==> src/rtl/top_receiver.sv <==
// UART receive path: oversampled 8N1 frame recovery (PHY) feeding a byte/line-feed counting job engine (MAC).
module top_receiver #(
    parameter int unsigned OVERSAMPLE = 16
) (
    input  logic        system_clock,
    input  logic        rst_n,
    input  logic        clock_enable,
    input  logic        start,
    input  logic        rx,
    input  logic [14:0] num_bytes_to_receive,
    input  logic [1:0]  delay,
    output logic [7:0]  data_out,
    output logic        data_valid,
    output logic        framing_error,
    output logic [16:0] data_counter,
    output logic [7:0]  line_counter,
    output logic        busy,
    output logic        done
);

    localparam int unsigned TICK_W = $clog2(OVERSAMPLE);
    localparam logic [TICK_W-1:0] HALF_LAST = TICK_W'(OVERSAMPLE / 2 - 1);
    localparam logic [TICK_W-1:0] FULL_LAST = TICK_W'(OVERSAMPLE - 1);

    typedef enum logic [2:0] {
        PHY_IDLE,
        PHY_START,
        PHY_DATA,
        PHY_STOP,
        PHY_WAIT_HIGH
    } phy_state_t;

    typedef enum logic {
        MAC_IDLE,
        MAC_RECEIVE
    } mac_state_t;

    phy_state_t        phy_state;
    mac_state_t        mac_state;
    logic              rx_m;
    logic              rx_s;
    logic [TICK_W-1:0] tick_cnt;
    logic [2:0]        bit_cnt;
    logic [1:0]        stop_cnt;
    logic [7:0]        shift;
    logic [14:0]       target;
    logic              stop_sample_c;
    logic              byte_good_c;
    logic [16:0]       next_count_c;

    // Two-flop synchronizer; idles high so reset never looks like a start bit
    always_ff @(posedge system_clock or negedge rst_n) begin
        if (!rst_n) begin
            rx_m <= 1'b1;
            rx_s <= 1'b1;
        end else begin
            rx_m <= rx;
            rx_s <= rx_m;
        end
    end

    // Good byte is decided on the tick of the final stop sample so the MAC can register it directly
    assign stop_sample_c = (phy_state == PHY_STOP) && clock_enable && (tick_cnt == FULL_LAST);
    assign byte_good_c   = stop_sample_c && rx_s && (stop_cnt == delay);
    assign next_count_c  = data_counter + 17'd1;

    always_ff @(posedge system_clock or negedge rst_n) begin
        if (!rst_n) begin
            phy_state     <= PHY_IDLE;
            tick_cnt      <= '0;
            bit_cnt       <= '0;
            stop_cnt      <= '0;
            shift         <= '0;
            framing_error <= 1'b0;
        end else begin
            framing_error <= 1'b0;
            if (clock_enable) begin
                case (phy_state)
                    PHY_IDLE: begin
                        if (!rx_s) begin
                            phy_state <= PHY_START;
                            tick_cnt  <= '0;
                        end
                    end
                    PHY_START: begin
                        if (tick_cnt == HALF_LAST) begin
                            tick_cnt  <= '0;
                            bit_cnt   <= '0;
                            phy_state <= rx_s ? PHY_IDLE : PHY_DATA;
                        end else begin
                            tick_cnt <= tick_cnt + TICK_W'(1);
                        end
                    end
                    PHY_DATA: begin
                        if (tick_cnt == FULL_LAST) begin
                            tick_cnt <= '0;
                            shift    <= {rx_s, shift[7:1]};
                            bit_cnt  <= bit_cnt + 3'd1;
                            if (bit_cnt == 3'd7) begin
                                phy_state <= PHY_STOP;
                                stop_cnt  <= '0;
                            end
                        end else begin
                            tick_cnt <= tick_cnt + TICK_W'(1);
                        end
                    end
                    PHY_STOP: begin
                        if (tick_cnt == FULL_LAST) begin
                            tick_cnt <= '0;
                            if (!rx_s) begin
                                framing_error <= 1'b1;
                                phy_state     <= PHY_WAIT_HIGH;
                            end else if (stop_cnt == delay) begin
                                phy_state <= PHY_IDLE;
                            end else begin
                                stop_cnt <= stop_cnt + 2'd1;
                            end
                        end else begin
                            tick_cnt <= tick_cnt + TICK_W'(1);
                        end
                    end
                    PHY_WAIT_HIGH: begin
                        if (rx_s) begin
                            phy_state <= PHY_IDLE;
                        end
                    end
                    default: phy_state <= PHY_IDLE;
                endcase
            end
        end
    end

    // Job engine: bytes are only accepted and counted while a job is armed
    always_ff @(posedge system_clock or negedge rst_n) begin
        if (!rst_n) begin
            mac_state    <= MAC_IDLE;
            target       <= '0;
            data_out     <= '0;
            data_valid   <= 1'b0;
            data_counter <= '0;
            line_counter <= '0;
            busy         <= 1'b0;
            done         <= 1'b0;
        end else begin
            data_valid <= 1'b0;
            done       <= 1'b0;
            case (mac_state)
                MAC_IDLE: begin
                    if (start && (num_bytes_to_receive != 15'd0)) begin
                        target       <= num_bytes_to_receive;
                        data_counter <= '0;
                        line_counter <= '0;
                        busy         <= 1'b1;
                        mac_state    <= MAC_RECEIVE;
                    end
                end
                MAC_RECEIVE: begin
                    if (byte_good_c) begin
                        data_out     <= shift;
                        data_valid   <= 1'b1;
                        data_counter <= next_count_c;
                        if ((shift == 8'h0A) && (line_counter != 8'hFF)) begin
                            line_counter <= line_counter + 8'd1;
                        end
                        if (next_count_c == {2'b00, target}) begin
                            done      <= 1'b1;
                            busy      <= 1'b0;
                            mac_state <= MAC_IDLE;
                        end
                    end
                end
                default: mac_state <= MAC_IDLE;
            endcase
        end
    end

endmodule

==> config.mk <==
export PLATFORM = sky130hd
export DESIGN_NAME = top_receiver
export DESIGN_NICKNAME = d
export VERILOG_FILES = /design/src/rtl/top_receiver.sv
export SDC_FILE = /design/constraint.sdc
export NUM_CORES = 1
export LEC_CHECK = 0
export CAP_MARGIN = 20
export CORE_ASPECT_RATIO = 1.25
export CORE_MARGIN = 2
export CORE_UTILIZATION = 49
export CTS_BUF_LIST = sky130_fd_sc_hd__clkbuf_8 sky130_fd_sc_hd__clkbuf_16
export CTS_CLUSTER_DIAMETER = 150
export DETAILED_ROUTE_END_ITERATION = 8
export PLACE_DENSITY = 0.83
export SYNTH_ARGS = -nofsm -noshare
export SYNTH_HDL_FRONTEND = slang
export SYNTH_SLANG_ARGS = --single-unit
==> constraint.sdc <==
create_clock -name system_clock -period 2.1 [get_ports system_clock]
set_clock_uncertainty 0.05 [all_clocks]
set_input_delay 0.21 -clock system_clock [delete_from_list [all_inputs] [get_ports system_clock]]
set_output_delay 0.21 -clock system_clock [all_outputs]
set_load 0.01 [all_outputs]
* After elaboration in Yosys (flattened, before gate mapping)
Cells that the tools add are included.
Cells by class: reduce and logical (&&, ||, !) cells 22, eq/ne operators 24, add/sub/neg operators 5, bitwise gates (word level) 1, mux-type cells 47
Operators with widths (count):
- 17-bit 2-to-1 mux | 2
- 17-bit case mux with 2 select lines | 1
- 3-bit 2-to-1 mux | 10
- 8-bit 2-to-1 mux | 3
- 17-bit by 1-bit adder with 17-bit output (second input constant) | 1
- 17-bit by 15-bit equality test with 1-bit output | 1
- 2-bit inequality test (second input constant) | 8
- 8-bit case mux with 2 select lines | 1
- 1-bit 2-to-1 mux | 15
- 3-bit case mux with 5 select lines | 1
- 15-bit nonzero test | 1
- 2-bit 2-to-1 mux | 6
- 4-bit 2-to-1 mux | 3
- 4-bit case mux with 3 select lines | 1
- 3-bit AND reduction | 4
- 8-bit by 1-bit adder with 8-bit output (second input constant) | 1
- 8-bit by 4-bit equality test with 1-bit output (second input constant) | 1
- 2-bit by 1-bit inequality test with 1-bit output (second input constant) | 4
- 8-bit inequality test (second input constant) | 1
- 8-bit AND reduction | 1
- 7-bit AND reduction | 1
- 3-bit by 2-bit equality test with 1-bit output (second input constant) | 2
- 3-bit equality test (second input constant) | 2
- 1-bit logical AND | 6
- 18 further kinds | 22
Word-level totals: output and inout port bits 37, register bits after elaboration 75

* Logic depth before layout (Yosys ltp)
Gate-level depths: netlist of run 1.
depth in word-level cells 7, mapped depth 9, depth with buffers taken out 8

* Least setup slack after synthesis of run 1
No wires, ideal clock.
kind flip-flop to flip-flop, start register data_counter[0], end register busy, setup time 0.131 ns, data required time 1.919 ns, arrival time 2.215 ns, slack -0.296 ns, stages on the path, launching flop included 9, path buffers 1, cell sequence dfrtp_1 -> ha_1 -> buf_2 -> nand3_1 -> nor3_2 -> a31oi_1 -> or4_1 -> nor3b_2 -> a31oi_1
Between the ends: longest elaborated chain between the ends 4
Ends and longest elaborated chain:
- start, declared | line 15 | output logic [16:0] data_counter,
- start signal, assigned | line 161 | data_counter <= next_count_c;
- 17-bit by 1-bit adder with 17-bit output | line 65 | assign next_count_c = data_counter + 17'd1;
- 17-bit by 15-bit equality test with 1-bit output | line 165 | if (next_count_c == {2'b00, target}) begin
- 2-bit by 1-bit inequality test with 1-bit output (no line)
- 3-bit AND reduction (no line)
- end signal, assigned | line 142 | busy <= 1'b0;
- end signal, assigned | line 153 | busy <= 1'b1;
- end signal, assigned | line 167 | busy <= 1'b0;
- end, declared | line 17 | output logic busy,
Every way passes these cells. A chain may end at the register's enable or synchronous reset.

* Worst setup path in the final report of run 1
start register data_counter[3], end register busy
The elaborated chain is that of the path after synthesis.

==> results.md, run 1 <==
- Fillers: 533
- Post-synth top flop: dfrtp_1
- Status: complete, but fails checks
- Setup_tns: -0.152 ns
- Leak: 2.48 nW
- Final GP Congestion: 0.890
- RSZ-0062 raised after global routing: yes
- Ys async rst share: 1.00
- Layout cells sized above 1: 0.269
- Die H: 104 um
- Flop-to-flop setup slack: -0.07 ns
- Vias per cell: 6.03
- Synth top area cells: dfrtp_1 (46%), mux2_2 (7.4%), nand2_1 (5.2%)
- Die area: 0.00881 mm2
- Pwr Total: 3.76 mW
- Seq cells post-synth: 75
- Hold Crit Start: rx
- Hold Crit Class: in -> reg
- Reg-to-reg critical path startpoint: data_counter[3]
- Post-synthesis cell count: 399
- # port buffers: 58
- Net Sw Frac: 0.310
- Vias in the first global route: 3689
- Crit end category: register
- Net count, final: 539
- FMAX: 460 MHz
- Synth warn: 0
- Slew margin rel.: 0.697
- Failing checks: setup timing
- Net Count, Synth: 426
- Row Count: 36
- Initial core utilization: 0.507
- Mapped cell area: 0.00395 mm2
- Drt first pass iters: 5
- Worst-path fanout max: 8
- Core area: 0.00779 mm2
- Worst hold margin: 0.199 ns
- DRC Markers: 0
- Max-Cap Viols: 0
- Seq pwr share: 0.459
- Multi-input gate area: 0.00216 mm2
- GRT overflow: 0
- Per-instance average area after synthesis: 9.91 um2
- Max-slew violation count: 0
- CTS clk-pin slew, worst paths: 0.09 ns
- Pwr dens: 690 mW/mm2
- H-tree levels: 3
- Vias: 3692
- Synth top area share: 0.462
- Drt wl/cell: 17.7 um
- Worst-Skew Late Latency: 0.38 ns
- Root buffer cell: clkbuf_8
- Final Hold Fails: 0
- Final Critical Period: 2.17 ns
- Clk sinks: 75
- CP Class: reg -> reg
- CTS buffer count: 9
- Post-synth EDFFs: 0
- Sequential cell area: 0.00189 mm2
- Critical Path Source: data_counter[3]
- Die Width: 84.3 um
- CTS tree: yes
- Final Worst Setup Slack: -0.0747 ns
- Count leader, synth: dfrtp_1
- Largest net degree at the start of global routing: 76
- Synth-to-Final Area Change: 37.9%
- Initial drt markers: 239
- Critical Path AT: 2.38 ns
- Commonest cells post-synth: dfrtp_1 (73), nand2_1 (55), o21ai_0 (39)
- Initial antenna violation count: 0
- Area leader, netlist: dfrtp_1
- Comb pwr share: 0.237
- Clock Tree Buf Depth: 2
- Net Switching: 1.17 mW
- Worst EP required: 2.31 ns
- Total Routed Length: 10.8 mm
- Worst slew pin tran: 0.450 ns
- Finish-stage setup viols: 3
- Number of diodes: 0
- First-pass GRT wire length: 17.1 mm
- Fin crit share: 1.04
- Worst IR Drop VDD: 571 uV
- Remaining antenna violation count after routing: 0
- I/O Pins: 59
- CP startpoint kind: register
- Hpwl dp: 7.13 mm
- Seq/Total Area, Yosys: 0.475
- P_int: 2.60 mW
- Total GRT Usage: 0.244
- Clk pwr share: 0.304
- Synth unique cells: 54
repair_timing:
action,4_1_cts,5_1_grt
buffers inserted,8,10
cloned,0,0
hold buffers,1,0
hold endpoints to repair,73,0
pin swaps,5,15
resized for setup,8,22
endpoints found under the setup margin,14,18
layer usage:
layer  GRT usage  routed length (um)  vias up
li1            -                   -     1646
met5           0                   0        -
met1       0.278                4000     1815
met2       0.414                5550      175
met4       0.147                 570        0
met3      0.0540                 691       56
power groups by stage:
stage | registers, mW | logic [mW] | clock network, mW
detailed placement | 1.75 | 0.757 | 0
floorplan | 1.72 | 0.492 | 0
global route | 1.74 | 0.991 | 1.19
CTS | 1.73 | 0.821 | 1.13
finish | 1.73 | 0.892 | 1.14
global placement | 1.73 | 0.719 | 0
worst max-delay path, cell delays in order, from the launching register on:
cell	delay, ns
dfrtp_1	0.35
buf_4	0.12
nand4_4	0.22
buf_4	0.22
or3_1	0.38
a21oi_1	0.26
nand2_1	0.13
nor3b_1	0.22
a31oi_1	0.11
layout make-up:
type / count / share of cell area
Clock buffer: 10 / 0.0252
Clock inverter: 6 / 0.0106
Inverter: 4 / 0.00275
Multi-Input combinational cell: 303 / 0.397
Sequential cell: 75 / 0.346
Tap cell: 95 / 0.0218
Timing Repair Buffer: 119 / 0.197
worst paths after layout:
| path | endpoint | cells past startpoint |
|---|---|---|
| max in group asynchronous | rx_m | 3 |
| min | rx_m | 1 |
| min reg2reg | rx_s | 0 |
| min in group asynchronous | data_counter[12] | 3 |
| max | busy | 8 |
| max reg2reg | busy | 8 |
sequential cells by signal (all words and copies together), names as in the netlist, 2 cells and up:
name          cells
bit_cnt           3
data_counter     17
data_out          8
line_counter      8
phy_state         3
shift             8
stop_cnt          2
target           15
tick_cnt          4
stage by stage:
stage	cells	area, um2	util	worst slack [ns]
after floorplan	399	4010	-	-0.0347
after detailed placement	577	4950	0.635	-0.129
final	612	5450	0.700	-0.0747
after global placement	577	4950	0.635	-0.0823
after global routing	612	5450	0.700	-0.126
after CTS	602	5260	0.674	0.00883
cells in the final DEF, fill, tap and decap left out, types with 3 or more instances in the layout:
cell type,synthesis,final
a21oi_1,7,7
a22o_1,3,3
a31oi_1,4,3
and3_1,6,6
buf_4,0,55
buf_6,1,3
clkbuf_8,0,10
clkdlybuf4s50_1,0,57
dfrtp_1,73,68
dfrtp_2,0,5
ha_1,5,3
inv_1,4,6
mux2_2,26,26
nand2_1,55,55
nand2b_1,5,4
nand3_1,11,9
nand3_4,0,3
nand4_1,7,7
nor2_1,36,36
nor2b_1,7,6
nor3b_1,3,3
nor4_1,6,4
nor4_4,2,4
o21ai_0,39,38
o31ai_1,7,7
or3_1,4,3
xnor2_1,15,12
xnor2_2,0,3
xor2_1,12,12
logic make-up after synthesis:
logic type,Yosys count,synth area share
muxes,28,0.0791
AOI/OAI and AO/OA,78,0.120
DFF,75,0.475
and+or+nand+nor,165,0.226
buffers and inverters,21,0.0237
xor gates and xnor gates,27,0.0598
adders and majority gates,5,0.0158
(Power assumes the default switching activity.)
==> run 2, diff against run 1 <==
--- a/config.mk
+++ b/config.mk
@@ -6,7 +6,7 @@
 export NUM_CORES = 1
 export LEC_CHECK = 0
 export CAP_MARGIN = 20
-export CORE_ASPECT_RATIO = 1.25
+export CORE_ASPECT_RATIO = 1.75
 export CORE_MARGIN = 2
 export CORE_UTILIZATION = 49
 export CTS_BUF_LIST = sky130_fd_sc_hd__clkbuf_8 sky130_fd_sc_hd__clkbuf_16
==> results.md, run 2 (synthesized netlist as in run 1, its figures left out) <==
- Net Sw Frac: 0.284
- Vias: 3873
- P_int: 3.10 mW
- Net count, final: 553
- CTS tree: yes
- Vias per cell: 6.24
- Status: complete, but fails checks
- Clock Tree Buf Depth: 2
- Worst EP required: 2.26 ns
- CTS buffer count: 9
- Slew margin rel.: 0.542
- Vias in the first global route: 3738
- Worst slew pin tran: 0.670 ns
- Row Count: 43
- Initial drt markers: 331
- Failing checks: setup timing
- Remaining antenna violation count after routing: 0
- GRT overflow: 0
- Hold Crit Class: in -> reg
- Max reg flops: 17
- Critical Path AT: 2.45 ns
- CP startpoint kind: register
- Top flop regs: data_counter (17), target (15)
- First-pass GRT wire length: 17.9 mm
- Drt wl/cell: 20.2 um
- Largest net degree at the start of global routing: 76
- Most common cell after layout, fill and taps aside: dfrtp_1
- CP Class: reg -> reg
- Pwr Total: 4.33 mW
- Total Routed Length: 12.5 mm
- Worst R2R Path Depth: 6
- CTS clk-pin slew, worst paths: 0.06 ns
- Multi-input gate area: 0.00222 mm2
- Top reg by flops: data_counter
- Sequential cell area: 0.00189 mm2
- Clk sinks: 75
- Layout cells sized above 1: 0.309
- Core area: 0.00786 mm2
- Seq pwr share: 0.404
- Initial antenna violation count: 0
- Final GP Congestion: 0.931
- Die H: 123 um
- Total GRT Usage: 0.269
- Drt first pass iters: 6
- H-tree levels: 3
- Die area: 0.00883 mm2
- Worst hold margin: 0.222 ns
- Die Width: 71.9 um
- Flop-to-flop setup slack: -0.19 ns
- DRC Markers: 0
- Synth-to-Final Area Change: 45.4%
- Reg-to-reg critical path endpoint: busy
- Final Worst Setup Slack: -0.191 ns
- Clk pwr share: 0.381
- Max-Cap Viols: 0
- Fillers: 484
- Worst IR Drop VDD: 668 uV
- Net Switching: 1.23 mW
- Number of diodes: 0
- I/O Pins: 59
- Reg-to-reg critical path startpoint: data_counter[11]
- Initial core utilization: 0.503
- Root buffer cell: clkbuf_16
- Critical Path Source: data_counter[11]
- Hpwl dp: 7.77 mm
- # port buffers: 58
- Comb pwr share: 0.215
- Crit end category: register
- Capture point of the worst path: busy
- Most frequent cells in the layout: dfrtp_1 (68), buf_4 (67), clkdlybuf4s50_1 (57), nand2_1 (53), o21ai_0 (39)
- Setup_tns: -0.474 ns
- Fin crit share: 1.09
- Pwr dens: 753 mW/mm2
- Setup WS pre-CTS: -0.210 ns
- Max-slew violation count: 0
- FMAX: 436 MHz
- Finish-stage setup viols: 3
- Leak: 2.60 nW
- Worst-path fanout max: 5
- Worst-Skew Late Latency: 0.34 ns
- RSZ-0062 raised after global routing: yes
- Final Critical Period: 2.29 ns
- Final Hold Fails: 0
[run 2: cell types whose count changed in the layout (fill, tap and decap cells not counted), sizes merged]
| cell | before | now |
|---|---|---|
| clkinv | 1 | 2 |
| clkbuf | 10 | 14 |
| clkinvlp | 2 | 0 |
| inv | 6 | 4 |
| buf | 61 | 74 |
[run 2: cell type report]
type,instances,share of cell area
multi-input cells,303,0.386
flip-flops and latches,75,0.328
repair buffers,133,0.208
clock buffers,13,0.0488
well taps,90,0.0196
clock inverters,3,0.00762
inverters,4,0.00261
[run 2: metrics by stage]
stage                util  instances  instance area, um2
global route        0.732        621                5750
CTS                 0.706        613                5550
floorplan               -        399                4010
finish              0.732        621                5750
global placement    0.637        582                5010
detailed placement  0.637        582                5010
[run 2: critical path, cell delays in order, from the launching register on]
cell and delay (ns):
dfrtp_2 0.48, xor2_1 0.25, a211oi_4 0.31, a22oi_2 0.14
or4_4 0.53, nor3b_4 0.27, a31oi_1 0.13
[run 2: power by group through the flow]
stage               combinational (mW)  sequential, mW  clock (mW)
finish                           0.929            1.75        1.65
global route                      1.02            1.77        1.71
CTS                              0.813            1.73        1.65
detailed placement               0.764            1.75           0
global placement                 0.737            1.74           0
floorplan                        0.492            1.72           0
[run 2: worst min path at each step]
stage / from / to / slack (ns) / cells after the start
after floorplan: rst_n / bit_cnt[0] / -0.14 / 0
final: rx / rx_m / 0.22 / 1
after global routing: rx / rx_m / 0.24 / 1
after global placement: rst_n / data_valid / 0.22 / 2
after CTS: rx / rx_m / 0.22 / 1
after detailed placement: rst_n / data_valid / 0.22 / 2
[run 2: repair_timing]
action                                 in CTS  in global routing
endpoints found under the hold margin      73                  0
gates resized for setup                    22                 22
pin swaps                                  12                  7
gates cloned                                0                  1
hold buffers                                1                  0
setup endpoints to repair                   4                 11
setup buffers                              14                  7
[run 2: routing by layer]
| layer | global-route usage | up-vias | share of wire |
|---|---|---|---|
| met1 | 0.272 | 1892 | 0.32 |
| met4 | 0.199 | 0 | 0.073 |
| met5 | 0 | - | 0 |
| li1 | - | 1677 | - |
| met3 | 0.0369 | 65 | 0.059 |
| met2 | 0.488 | 239 | 0.54 |
==> run 3, diff against run 2 <==
--- a/config.mk
+++ b/config.mk
@@ -8,11 +8,11 @@
 export CAP_MARGIN = 20
 export CORE_ASPECT_RATIO = 1.75
 export CORE_MARGIN = 2
-export CORE_UTILIZATION = 49
+export CORE_UTILIZATION = 50
 export CTS_BUF_LIST = sky130_fd_sc_hd__clkbuf_8 sky130_fd_sc_hd__clkbuf_16
 export CTS_CLUSTER_DIAMETER = 150
 export DETAILED_ROUTE_END_ITERATION = 8
-export PLACE_DENSITY = 0.83
+export PLACE_DENSITY = 0.82
 export SYNTH_ARGS = -nofsm -noshare
 export SYNTH_HDL_FRONTEND = slang
 export SYNTH_SLANG_ARGS = --single-unit
==> constraint.sdc (replaced) <==
create_clock -name system_clock -period 2.2 [get_ports system_clock]
set_clock_uncertainty 0.05 [all_clocks]
set_input_delay 0.22 -clock system_clock [delete_from_list [all_inputs] [get_ports system_clock]]
set_output_delay 0.22 -clock system_clock [all_outputs]
set_load 0.01 [all_outputs]
==> results.md, run 3 (synthesized netlist as in run 1, its figures left out) <==
- Final Worst Setup Slack: -0.0816 ns
- H-tree levels: 3
- Flop-to-flop setup slack: -0.08 ns
- Status: complete, but fails checks
- Most common cell after layout, fill and taps aside: dfrtp_1
- FMAX: 438 MHz
- Critical Path AT: 2.46 ns
- # port buffers: 58
- Die area: 0.00866 mm2
- CTS tree: yes
- Clock Tree Buf Depth: 2
- Top flop regs: data_counter (17), target (15)
- Row Count: 42
- Initial antenna violation count: 0
- RSZ-0062 raised after global routing: yes
- Worst slew pin tran: 0.501 ns
- GRT overflow: 0
- Final Critical Period: 2.28 ns
- Hpwl dp: 7.57 mm
- Total Routed Length: 11.0 mm
- First-pass GRT wire length: 17.2 mm
- Leak: 2.45 nW
- CP Class: reg -> reg
- Net count, final: 532
- CP startpoint kind: register
- Max reg flops: 17
- Clk sinks: 75
- DRC Markers: 0
- CTS clk-pin slew, worst paths: 0.06 ns
- Failing checks: setup timing
- Fin crit share: 1.04
- Synth-to-Final Area Change: 36.0%
- Finish-stage setup viols: 1
- Worst EP required: 2.37 ns
- Fin util: 0.706
- Die Width: 71.2 um
- Setup_tns: -0.0816 ns
- Drt wl/cell: 18.4 um
- Setup WS pre-CTS: -0.104 ns
- Worst IR Drop VDD: 616 uV
- Max-Cap Viols: 0
- Initial core utilization: 0.519
- CTS buffer count: 9
- Vias: 3635
- Vias in the first global route: 3583
- Die H: 122 um
- Core area: 0.00762 mm2
- Dpl cells: 569
- Slew margin rel.: 0.665
- Worst-Skew Late Latency: 0.33 ns
- Pwr dens: 715 mW/mm2
- Most frequent cells in the layout: dfrtp_1 (70), clkdlybuf4s50_1 (57), nand2_1 (55), buf_4 (51), o21ai_0 (39)
- Number of diodes: 0
- Layout cells sized above 1: 0.243
- Final Hold Fails: 0
- Top reg by flops: data_counter
- Total GRT Usage: 0.254
- Vias per cell: 6.08
- Max-slew violation count: 0
- Remaining antenna violation count after routing: 0
- Root buffer cell: clkbuf_16
- Final GP Congestion: 0.916
- Hold Crit Class: in -> reg
- Drt first pass iters: 5
- Pwr Total: 3.84 mW
- Largest net degree at the start of global routing: 76
- Worst-path fanout max: 5
- Post-route insts no fill: 598
- I/O Pins: 59
- Crit end category: register
- Initial drt markers: 379
## run 3: through the flow
stage               area (um2)  hold WS [ns]
finish                    5380         0.241
CTS                       5270         0.231
global route              5380         0.233
detailed placement        4920         0.233
floorplan                 3990        -0.126
global placement          4920         0.229
## run 3: worst max-delay path: stages (launching register included)
cell     delay (ns)
dfrtp_2        0.44
ha_2           0.30
xor2_1         0.15
nor3_1         0.29
buf_4          0.18
nand2_1        0.04
or4_1          0.51
nor4_2         0.19
## run 3: power by group
part           total, mW  internal (mW)  switching, mW
sequential          1.66           1.52          0.142
clock               1.45          0.887          0.558
combinational      0.741          0.360          0.381
total               3.84           2.76           1.08
## run 3: routing by layer
metal	vias to the layer above	routed length (um)	part of all wire	GRT usage
li1	1636	-	-	-
met1	1770	3910	0.36	0.272
met2	182	5930	0.54	0.454
met3	47	588	0.054	0.0538
met4	0	553	0.050	0.144
met5	-	0	0	0
## run 3: timing repair
item,in CTS,in global routing
endpoints found under the setup margin,2,6
hold buffers,1,0
gates cloned,0,0
endpoints found under the hold margin,73,0
gates resized for setup,1,11
setup buffers,4,8
pin swaps,1,4
## run 3: path summary, 6_finish.rpt
kind | startpoint | end | cells past startpoint
setup / recovery | data_counter[0] | done | 7
hold / removal | rx | rx_m | 1
setup reg to reg | data_counter[0] | done | 7
hold reg to reg | rx_m | rx_s | 0
max in group asynchronous | rst_n | rx_m | 3
min in group asynchronous | rst_n | data_counter[15] | 3
## run 3: final cells by class
class                           instances  area, um2
Clock inverter                          3       18.8
Tap cell                               88        110
Clock buffer                           13        280
Fill cell                             541       2240
Inverter                                4       15.0
Sequential cell                        75       1880
Timing Repair Buffer                  112       1010
Multi-Input combinational cell        303       2060
